==> src/rtl/add_arbiter_pkg.sv <==
// Shared constants, response-stage state and index helper for the shared-adder arbiter.
package add_arbiter_pkg;

    localparam int W_DEFAULT    = 8;
    localparam int NREQ_DEFAULT = 4;

    typedef enum logic {
        RSP_EMPTY = 1'b0,
        RSP_FULL  = 1'b1
    } rsp_state_e;

    // Rotating increment: idx+1 wrapping back to 0 at n.
    function automatic int unsigned rr_next(input int unsigned idx, input int unsigned n);
        if (idx + 32'd1 >= n) begin
            return 32'd0;
        end else begin
            return idx + 32'd1;
        end
    endfunction

endpackage

==> src/rtl/add_arbiter_rr_pick.sv <==
// Combinational round-robin winner search starting at the priority pointer.
module rr_pick #(
    parameter int NREQ = 4,
    parameter int IDW  = $clog2(NREQ)
) (
    input  logic [NREQ-1:0] req_i,
    input  logic [IDW-1:0]  ptr_i,
    output logic [IDW-1:0]  winner_o,
    output logic            any_valid_o
);

    // Scan offsets from farthest to nearest so the nearest valid requester is written last.
    always_comb begin
        int idx;
        idx         = 0;
        winner_o    = '0;
        any_valid_o = 1'b0;
        for (int k = NREQ - 1; k >= 0; k--) begin
            idx = (32'(ptr_i) + k) % NREQ;
            if (req_i[idx]) begin
                winner_o    = IDW'(idx);
                any_valid_o = 1'b1;
            end else begin
                any_valid_o = any_valid_o;
            end
        end
    end

endmodule

==> src/rtl/add_arbiter.sv <==
// Round-robin sharing of one W-bit adder between NREQ requesters with a one-entry response stage.
module add_arbiter
    import add_arbiter_pkg::*;
#(
    parameter int W    = W_DEFAULT,
    parameter int NREQ = NREQ_DEFAULT,
    parameter int IDW  = $clog2(NREQ),
    parameter int SAT  = 0
) (
    input  logic              clk,
    input  logic              rst_n,
    input  logic              ena,
    input  logic [NREQ-1:0]   req_valid,
    input  logic [NREQ*W-1:0] req_a,
    input  logic [NREQ*W-1:0] req_b,
    output logic [NREQ-1:0]   req_ready,
    output logic              rsp_valid,
    input  logic              rsp_ready,
    output logic [W-1:0]      rsp_sum,
    output logic              rsp_carry,
    output logic [IDW-1:0]    rsp_id
);

    rsp_state_e       state_q;
    logic [W-1:0]     sum_q;
    logic             carry_q;
    logic [IDW-1:0]   id_q;
    logic [IDW-1:0]   rr_ptr_q;
    logic [IDW-1:0]   rr_ptr_d;

    logic [IDW-1:0]   winner_s;
    logic             any_valid_s;
    logic             can_accept_s;
    logic             xfer_s;
    logic [W-1:0]     opa_s;
    logic [W-1:0]     opb_s;
    logic [W:0]       full_sum_s;
    logic [W-1:0]     sat_sum_s;

    rr_pick #(
        .NREQ (NREQ),
        .IDW  (IDW)
    ) u_pick (
        .req_i       (req_valid),
        .ptr_i       (rr_ptr_q),
        .winner_o    (winner_s),
        .any_valid_o (any_valid_s)
    );

    assign can_accept_s = ena && ((state_q == RSP_EMPTY) || rsp_ready);
    assign xfer_s       = can_accept_s && any_valid_s;
    assign opa_s        = req_a[32'(winner_s) * W +: W];
    assign opb_s        = req_b[32'(winner_s) * W +: W];
    assign full_sum_s   = {1'b0, opa_s} + {1'b0, opb_s};
    assign rr_ptr_d     = IDW'(rr_next(32'(winner_s), 32'(NREQ)));

    // Grant only the winner, and only when the response stage can take its result.
    always_comb begin
        req_ready = '0;
        if (xfer_s) begin
            req_ready[winner_s] = 1'b1;
        end else begin
            req_ready = '0;
        end
    end

    // Saturation is applied after the carry has been computed from the full-width add.
    always_comb begin
        if ((SAT != 0) && full_sum_s[W]) begin
            sat_sum_s = '1;
        end else begin
            sat_sum_s = full_sum_s[W-1:0];
        end
    end

    // Response stage FSM with its data fields and the priority pointer.
    always_ff @(posedge clk) begin
        if (!rst_n) begin
            state_q  <= RSP_EMPTY;
            sum_q    <= '0;
            carry_q  <= 1'b0;
            id_q     <= '0;
            rr_ptr_q <= '0;
        end else begin
            case (state_q)
                RSP_EMPTY, RSP_FULL: begin
                    if (xfer_s) begin
                        // A transfer also covers the drain-and-refill case: no bubble.
                        state_q  <= RSP_FULL;
                        sum_q    <= sat_sum_s;
                        carry_q  <= full_sum_s[W];
                        id_q     <= winner_s;
                        rr_ptr_q <= rr_ptr_d;
                    end else if ((state_q == RSP_FULL) && rsp_ready) begin
                        state_q <= RSP_EMPTY;
                    end else begin
                        state_q <= state_q;
                    end
                end
                default: begin
                    state_q <= RSP_EMPTY;
                end
            endcase
        end
    end

    assign rsp_valid = (state_q == RSP_FULL);
    assign rsp_sum   = sum_q;
    assign rsp_carry = carry_q;
    assign rsp_id    = id_q;

endmodule

==> config.mk <==
export PLATFORM = sky130hd
export DESIGN_NAME = add_arbiter
export DESIGN_NICKNAME = d
export VERILOG_FILES = /design/src/rtl/add_arbiter_pkg.sv /design/src/rtl/add_arbiter_rr_pick.sv /design/src/rtl/add_arbiter.sv
export SDC_FILE = /design/constraint.sdc
export NUM_CORES = 1
export LEC_CHECK = 0
export BUFFER_PORTS_ARGS = -buffer_cell sky130_fd_sc_hd__buf_2
export CORE_UTILIZATION = 39
export CTS_CLUSTER_DIAMETER = 120
export DETAILED_ROUTE_END_ITERATION = 16
export HOLD_SLACK_MARGIN = 0.05
export PLACE_DENSITY = 0.77
export REMOVE_ABC_BUFFERS = 1
export SYNTH_ARGS = -nofsm -noshare
export SYNTH_HDL_FRONTEND = slang
export SYNTH_HIERARCHICAL = 1
export SYNTH_SLANG_ARGS = --single-unit
export TNS_END_PERCENT = 20
==> constraint.sdc <==
create_clock -name clk -period 3.4 [get_ports clk]
set_input_delay 0.68 -clock clk [delete_from_list [all_inputs] [get_ports clk]]
set_output_delay 0.68 -clock clk [all_outputs]
set_load 0.02 [all_outputs]
==> results of run 1 <==
==> cell usage after synthesis <==
| cell | n |
|---|---|
| ha_1 | 12 |
| mux2i_1 | 1 |
| or4_1 | 1 |
| a21o_2 | 1 |
| mux4_2 | 16 |
| nor3_1 | 1 |
| o2111ai_1 | 2 |
| xnor2_1 | 1 |
| buf_6 | 1 |
| a21oi_1 | 13 |
| clkbuf_1 | 1 |
| nor2_1 | 7 |
| nand2b_1 | 2 |
| fa_1 | 1 |
| a221oi_1 | 1 |
| inv_1 | 4 |
| o21ai_0 | 4 |
| and3_2 | 1 |
| a21o_1 | 1 |
| nor2b_1 | 1 |
| buf_4 | 4 |
| nor3b_1 | 1 |
| and2_1 | 4 |
| dfxtp_1 | 14 |
| o21a_1 | 1 |
| buf_2 | 3 |
| nand2_1 | 21 |
| o211ai_2 | 1 |
| a211oi_1 | 4 |
| a211oi_2 | 1 |
| a2111o_1 | 1 |
| a211o_1 | 1 |
| nand2b_4 | 1 |
| o211ai_1 | 3 |
| o21ai_1 | 1 |
| a21oi_2 | 1 |
| or3_1 | 1 |
| nand3_1 | 8 |
==> worst max path at each step <==
| stage | from | end | slack (ns) |
|---|---|---|---|
| floorplan | req_valid[3] | rsp_sum[4] | -0.77 |
| global placement | req_valid[3] | rsp_carry | 0.02 |
| detailed placement | req_valid[3] | rsp_sum[6] | -0.01 |
| CTS | req_valid[3] | rsp_sum[6] | 0.27 |
| global route | rr_ptr_q[1] | rsp_carry | 0.06 |
| finish | req_valid[3] | rsp_sum[6] | 0.26 |
==> flip-flops by register name (all words and copies together), names as in the netlist <==
signal and cells:
rsp_carry 1, rsp_valid 1, rsp_sum 8, rr_ptr_q 2
rsp_id 2
==> cell families after synthesis <==
kind of cell               count (synthesis)  share of synthesized area
buffers and inverters                     13                     0.0541
AOI/OAI and AO/OA                         36                      0.178
adders and majority gates                 13                      0.123
DFF                                       14                      0.202
and+or+nand+nor                           49                      0.170
muxes                                     17                      0.267
xor gates and xnor gates                   1                    0.00631
==> per-layer routing <==
| metal | vias up | global-route usage |
|---|---|---|
| li1 | 722 | - |
| met1 | 669 | 0.244 |
| met2 | 63 | 0.359 |
| met3 | 4 | 0.0126 |
| met4 | 0 | 0.0571 |
| met5 | - | 0 |
==> cell type report <==
| class | instances | area [sq um] |
|---|---|---|
| Clock buffer | 4 | 36.3 |
| Timing Repair Buffer | 93 | 493 |
| Sequential cell | 14 | 280 |
| Multi-Input combinational cell | 116 | 1040 |
| Tap cell | 46 | 57.6 |
| Fill cell | 327 | 1440 |
| Inverter | 4 | 15.0 |
==> metrics by stage <==
| stage | cells | util | hold slack [ns] |
|---|---|---|---|
| final | 277 | 0.571 | 0.457 |
| after global routing | 277 | 0.571 | 0.477 |
| after CTS | 277 | 0.571 | 0.463 |
| after detailed placement | 273 | 0.561 | 0.450 |
| after global placement | 273 | 0.561 | 0.442 |
| after floorplan | 134 | - | 0.466 |
==> power groups by stage <==
stage                     registers (mW)  clock network, mW  logic (mW)
after detailed placement           0.210                  0       0.449
after CTS                          0.206              0.124       0.452
after global placement             0.209                  0       0.445
after floorplan                    0.238                  0       0.281
after global routing               0.209              0.129       0.509
final                              0.206              0.124       0.450
==> tightest hold or removal path, stage by stage (launching register included) <==
cell and delay (ns):
dfxtp_1 0.32, nand2_1 0.05, a21oi_1 0.05
==> run_results.csv, run 1 <==
group,metric,value,unit
cts,clkLatencyLatePin,0.28,ns
worst_setup_path,critPathLaunchType,"primary input",
timing,setup_violations,0,
power_and_ir_drop,power,0.779,mW
global_routing,grt_pass1_wl,5.58,mm
timing,timing.setup.tns,0,ns
yosys,yosys.area.top_type_share,0.260,
power_and_ir_drop,p_leak,0.909,nW
worst_setup_path,cp.required,3.60,ns
worst_setup_path,ff2ff_path_depth,10,
worst_setup_path,cp.depth,11,
worst_setup_path,worst-path-buf-inv,2,
min_path,hold_end,"rsp_id[1]",
power_and_ir_drop,power_frac_seq,0.264,
cts,cts.path.max_buffers,2,
timing,rsz0062_at_grt,"false",
final_layout,drive_gt1_frac,0.515,
yosys,ys_ff_latch,14,
routing,wl_met2,1.74,mm
final_layout,final_common_cell,"buf_2",
global_routing,grt_use_total,0.195,
worst_setup_path,path_max_fanout,11,
min_path,min_delay_path_depth,2,
worst_setup_path,reg2reg_from,"rr_ptr_q[1]",
cts,cts_root_buf,"clkbuf_4",
final_layout,n_antenna_cell,0,
global_routing,antenna_found_initial,0,
routing,wl_met3,179,um
routing,vias_per_cell,5.26,
timing,period_share,0.923,
worst_setup_path,critPathKind,"in -> reg",
place,place_hpwl,2.78,mm
power_and_ir_drop,p_int,0.476,mW
place,place_congestion,0.774,
yosys,synth_area_leaders,"mux4_2 26%, dfxtp_1 20%, ha_1 11%, nand2_1 5.7%, a21oi_1 4.7%",
power_and_ir_drop,p_sw,0.304,mW
final_layout,fin_nets,317,
worst_setup_path,crit_family,"compound AO/OA/AOI/OAI gates",
routing,m1WireLength,1.35,mm
routing,wl_per_cell,11.9,um
cts,clk_pin_slew,0.09,ns
power_and_ir_drop,power_frac_comb,0.577,
floorplan,start_util,0.413,
cts,cts.sinks,14,
cts,postCtsResizedCells,0,
power_and_ir_drop,switching_share,0.389,
cts,h-tree-depth,1,
routing,drc,0,
min_path,hold_start,"rsp_id[1]",
final_layout,design_area,1920,sq um
floorplan,die_h,61.7,um
global_routing,grt_max_degree,19,
worst_setup_path,critPathCaptureType,"register",
floorplan,die_x,61.7,um
floorplan,die_area,3800,sq um
routing,drt_wl_total,3.31,mm
floorplan,ios,88,
routing,drtIter0Drc,17,
cts,post_cts_buffers,0,
worst_setup_path,r2r_slack,0.30,ns
power_and_ir_drop,irDropWorstVdd,0.000199,V
power_and_ir_drop,p_per_area,406,nW/um^2
yosys,syn_inst,143,
yosys,synth_cell_types,38,
routing,dr_total_vias,1458,
final_layout,layout_common_cells,"87 x buf_2, 21 x nand2_1, 16 x mux4_2",
timing,fin_ws,0.262,ns
floorplan,core_area,3360,sq um
final_layout,area_delta_synth_final,38.5,%
timing,slew_headroom,0.604,
cts,cts_made_buffers,3,
timing,min_period,3.14,ns
cts,holdBufCountCts,0,
routing,firstDrtPassIters,4,
timing,tightest_slew,0.593,ns
status,outcome,"finished clean",
worst_setup_path,max_stage_delay,0.50,ns
global_routing,grt_overflow,0,
routing,drtAntennaViolNets,0,
yosys,avgSynthCellArea,9.70,sq um
routing,top_layer,"met4",
worst_setup_path,cp_slowest_cell,"mux4_2",
timing,finalHoldViolations,0,
floorplan,rows,21,
place,preCtsSetupSlack,-0.0129,ns
global_routing,grt_pass1_vias,1412,
yosys,ys_warn_count,6,
yosys,synth.largest_area_cell,"mux4_2",
place,port_buffers,87,
yosys,ys_seq_area_frac,0.202,
place,placed_area,1890,sq um
worst_setup_path,r2r_end,"rsp_sum[6]",
run,max_cap_viol_count,0,
worst_setup_path,worstPathCellList,"buf_2 -> mux2i_1 -> a211oi_4 -> buf_12 -> mux4_2 -> ha_1 -> fa_1 -> a211oi_1 -> o21ai_1 -> o21a_1 -> o211ai_1",
timing,slew_violations,0,
timing,fmax,319,MHz
yosys,syn_area,1390,sq um
cts,cts_tree,"yes",
worst_setup_path,arrival,3.34,ns
min_path,hold_path.class,"reg -> reg",
timing,finClkSkew,0.00188,ns
power_and_ir_drop,clkPwrFrac,0.159,
Power figures use the tool's default switching activity.
==> inputs of run 2 (changes only) <==
Clock period 3.4 ns to 2.6 ns, I/O delays scaled along.
==> run 2 against run 1 <==
Net effect:
- combinational power is 81% higher
- worst setup slack worse by 0.58 ns
- power is 60% higher
- critical path depth is 1 lower
- via count is 9.3% higher
- clock skew is 0.0020 ns higher
- the flow now finishes with violations (negative setup slack)
- clock power is 27% higher
==> run_results.csv, run 2 (same netlist as run 1, synthesis figures left out) <==
group,metric,value,unit
worst_setup_path,reg2reg_from,"rr_ptr_q[1]",
floorplan,core_area,3360,sq um
timing,finalHoldViolations,0,
worst_setup_path,worstPathCellList,"mux2i_2 -> a211oi_4 -> buf_12 -> buf_12 -> mux4_2 -> ha_4 -> a21oi_2 -> a211oi_1 -> or4_1 -> nand3_1",
timing,min_period,2.92,ns
worst_setup_path,arrival,3.15,ns
place,place_hpwl,3.18,mm
worst_setup_path,critPathCaptureType,"register",
floorplan,rows,21,
timing,period_share,1.12,
final_layout,drive_gt1_frac,0.618,
worst_setup_path,cp_slowest_cell,"mux4_2",
power_and_ir_drop,p_sw,0.483,mW
timing,setup_violations,9,
min_path,hold_path.class,"reg -> reg",
power_and_ir_drop,p_per_area,564,nW/um^2
power_and_ir_drop,p_int,0.761,mW
global_routing,grt_use_total,0.233,
status,outcome,"complete, but fails checks",
cts,clk_pin_slew,0.08,ns
routing,firstDrtPassIters,4,
floorplan,ios,88,
global_routing,grt_max_degree,14,
routing,vias_per_cell,5.37,
timing,timing.setup.tns,-1.64,ns
run,max_cap_viol_count,0,
global_routing,antenna_found_initial,0,
timing,rsz0062_at_grt,"true",
power_and_ir_drop,irDropWorstVdd,0.000278,V
routing,drtAntennaViolNets,0,
worst_setup_path,max_stage_delay,0.53,ns
worst_setup_path,critPathLaunchType,"register",
floorplan,die_x,61.7,um
power_and_ir_drop,power_frac_comb,0.654,
floorplan,die_area,3800,sq um
worst_setup_path,worst-path-buf-inv,2,
final_layout,n_antenna_cell,0,
cts,cts_tree,"yes",
worst_setup_path,ff2ff_path_depth,10,
final_layout,register_area,285,sq um
final_layout,final_util,0.656,
global_routing,grt_pass1_wl,6.51,mm
place,preCtsSetupSlack,-0.686,ns
timing,finClkSkew,0.00391,ns
worst_setup_path,crit_family,"multiplexers",
floorplan,die_h,61.7,um
worst_setup_path,r2r_slack,-0.32,ns
timing,fin_ws,-0.321,ns
status,violations,"negative setup slack",
final_layout,fin_nets,337,
timing,slew_violations,0,
routing,drt_wl_total,4.13,mm
global_routing,grt_overflow,0,
power_and_ir_drop,clkPwrFrac,0.127,
worst_setup_path,critPathKind,"reg -> reg",
routing,dr_total_vias,1594,
routing,drc,0,
worst_setup_path,crit_end,"rsp_sum[7]",
worst_setup_path,cp_common_cell,"buf_12",
final_layout,final_common_cell,"buf_2",
cts,h-tree-depth,1,
global_routing,grt_pass1_vias,1527,
cts,cts.sinks,14,
routing,drtIter0Drc,37,
final_layout,multiInputGateArea,1130,sq um
worst_setup_path,cp-startpoint,"rr_ptr_q[1]",
worst_setup_path,path_max_fanout,7,
power_and_ir_drop,switching_share,0.388,
place,place_congestion,0.875,
timing,tightest_slew,0.420,ns
cts,clkLatencyLatePin,0.29,ns
timing,slew_headroom,0.720,
worst_setup_path,r2r_end,"rsp_sum[7]",
worst_setup_path,cp.required,2.83,ns
power_and_ir_drop,p_leak,1.03,nW
final_layout,area_delta_synth_final,59.0,%
cts,cts.path.max_buffers,2,
final_layout,largest_register_ffs,8,
worst_setup_path,cp.depth,10,
final_layout,layout_common_cells,"86 x buf_2, 21 x nand2_1, 21 x buf_4",
timing,fmax,342,MHz
cts,cts_root_buf,"clkbuf_4",
place,port_buffers,87,
power_and_ir_drop,power_frac_seq,0.219,
routing,wl_per_cell,13.9,um
floorplan,start_util,0.413,
final_layout,fill_cells,290,
cts,cts_made_buffers,3,
-- run 2: final cells by class --
class,instances,area share
sequential,14,0.129
tap,46,0.0261
timing repair buffer,113,0.309
clock buffer,4,0.0164
multi-input combinational,116,0.512
inverter,4,0.00681
-- run 2: worst min path at each step --
stage	startpoint	slack, ns	cells after the start	to
detailed placement	rsp_sum[4]	0.45	2	rsp_sum[4]
global route	rsp_sum[3]	0.50	2	rsp_sum[3]
finish	rsp_id[0]	0.46	2	rsp_id[0]
floorplan	rr_ptr_q[0]	0.47	2	rr_ptr_q[0]
CTS	rsp_sum[4]	0.46	2	rsp_sum[4]
global placement	rsp_sum[0]	0.44	2	rsp_sum[0]
-- run 2: layer usage --
layer	vias up	GRT usage	wire [um]
met1	753	0.295	1600
met2	69	0.398	2220
met5	-	0	0
met3	9	0.0441	243
li1	763	-	-
met4	0	0.0794	67
-- run 2: power groups by stage --
stage | sequential [mW] | combinational, mW | clock (mW)
after floorplan | 0.311 | 0.368 | 0
after global placement | 0.275 | 0.668 | 0
after detailed placement | 0.276 | 0.689 | 0
after CTS | 0.272 | 0.764 | 0.162
after global routing | 0.277 | 0.890 | 0.173
final | 0.273 | 0.814 | 0.158
-- run 2: what timing repair did --
item	CTS	global route
hold buffers	0	0
resized for setup	17	9
buffers inserted	4	1
pin swaps	10	5
setup endpoints to repair	10	11
-- run 2: stage by stage --
| stage | area [sq um] | cells | total power, mW | hold WS, ns |
|---|---|---|---|---|
| 3_3_place_gp | 2020 | 288 | 0.943 | 0.440 |
| 2_1_floorplan | 1330 | 134 | 0.679 | 0.466 |
| 4_1_cts | 2170 | 296 | 1.20 | 0.462 |
| 3_5_place_dp | 2020 | 288 | 0.964 | 0.445 |
| 6_report | 2210 | 297 | 1.24 | 0.458 |
| 5_1_grt | 2210 | 297 | 1.34 | 0.496 |
-- run 2: tightest hold or removal path, cell delays in order, from the launching register on --
cell,delay [ns]
dfxtp_1,0.31
nand2_1,0.05
a21oi_1,0.05
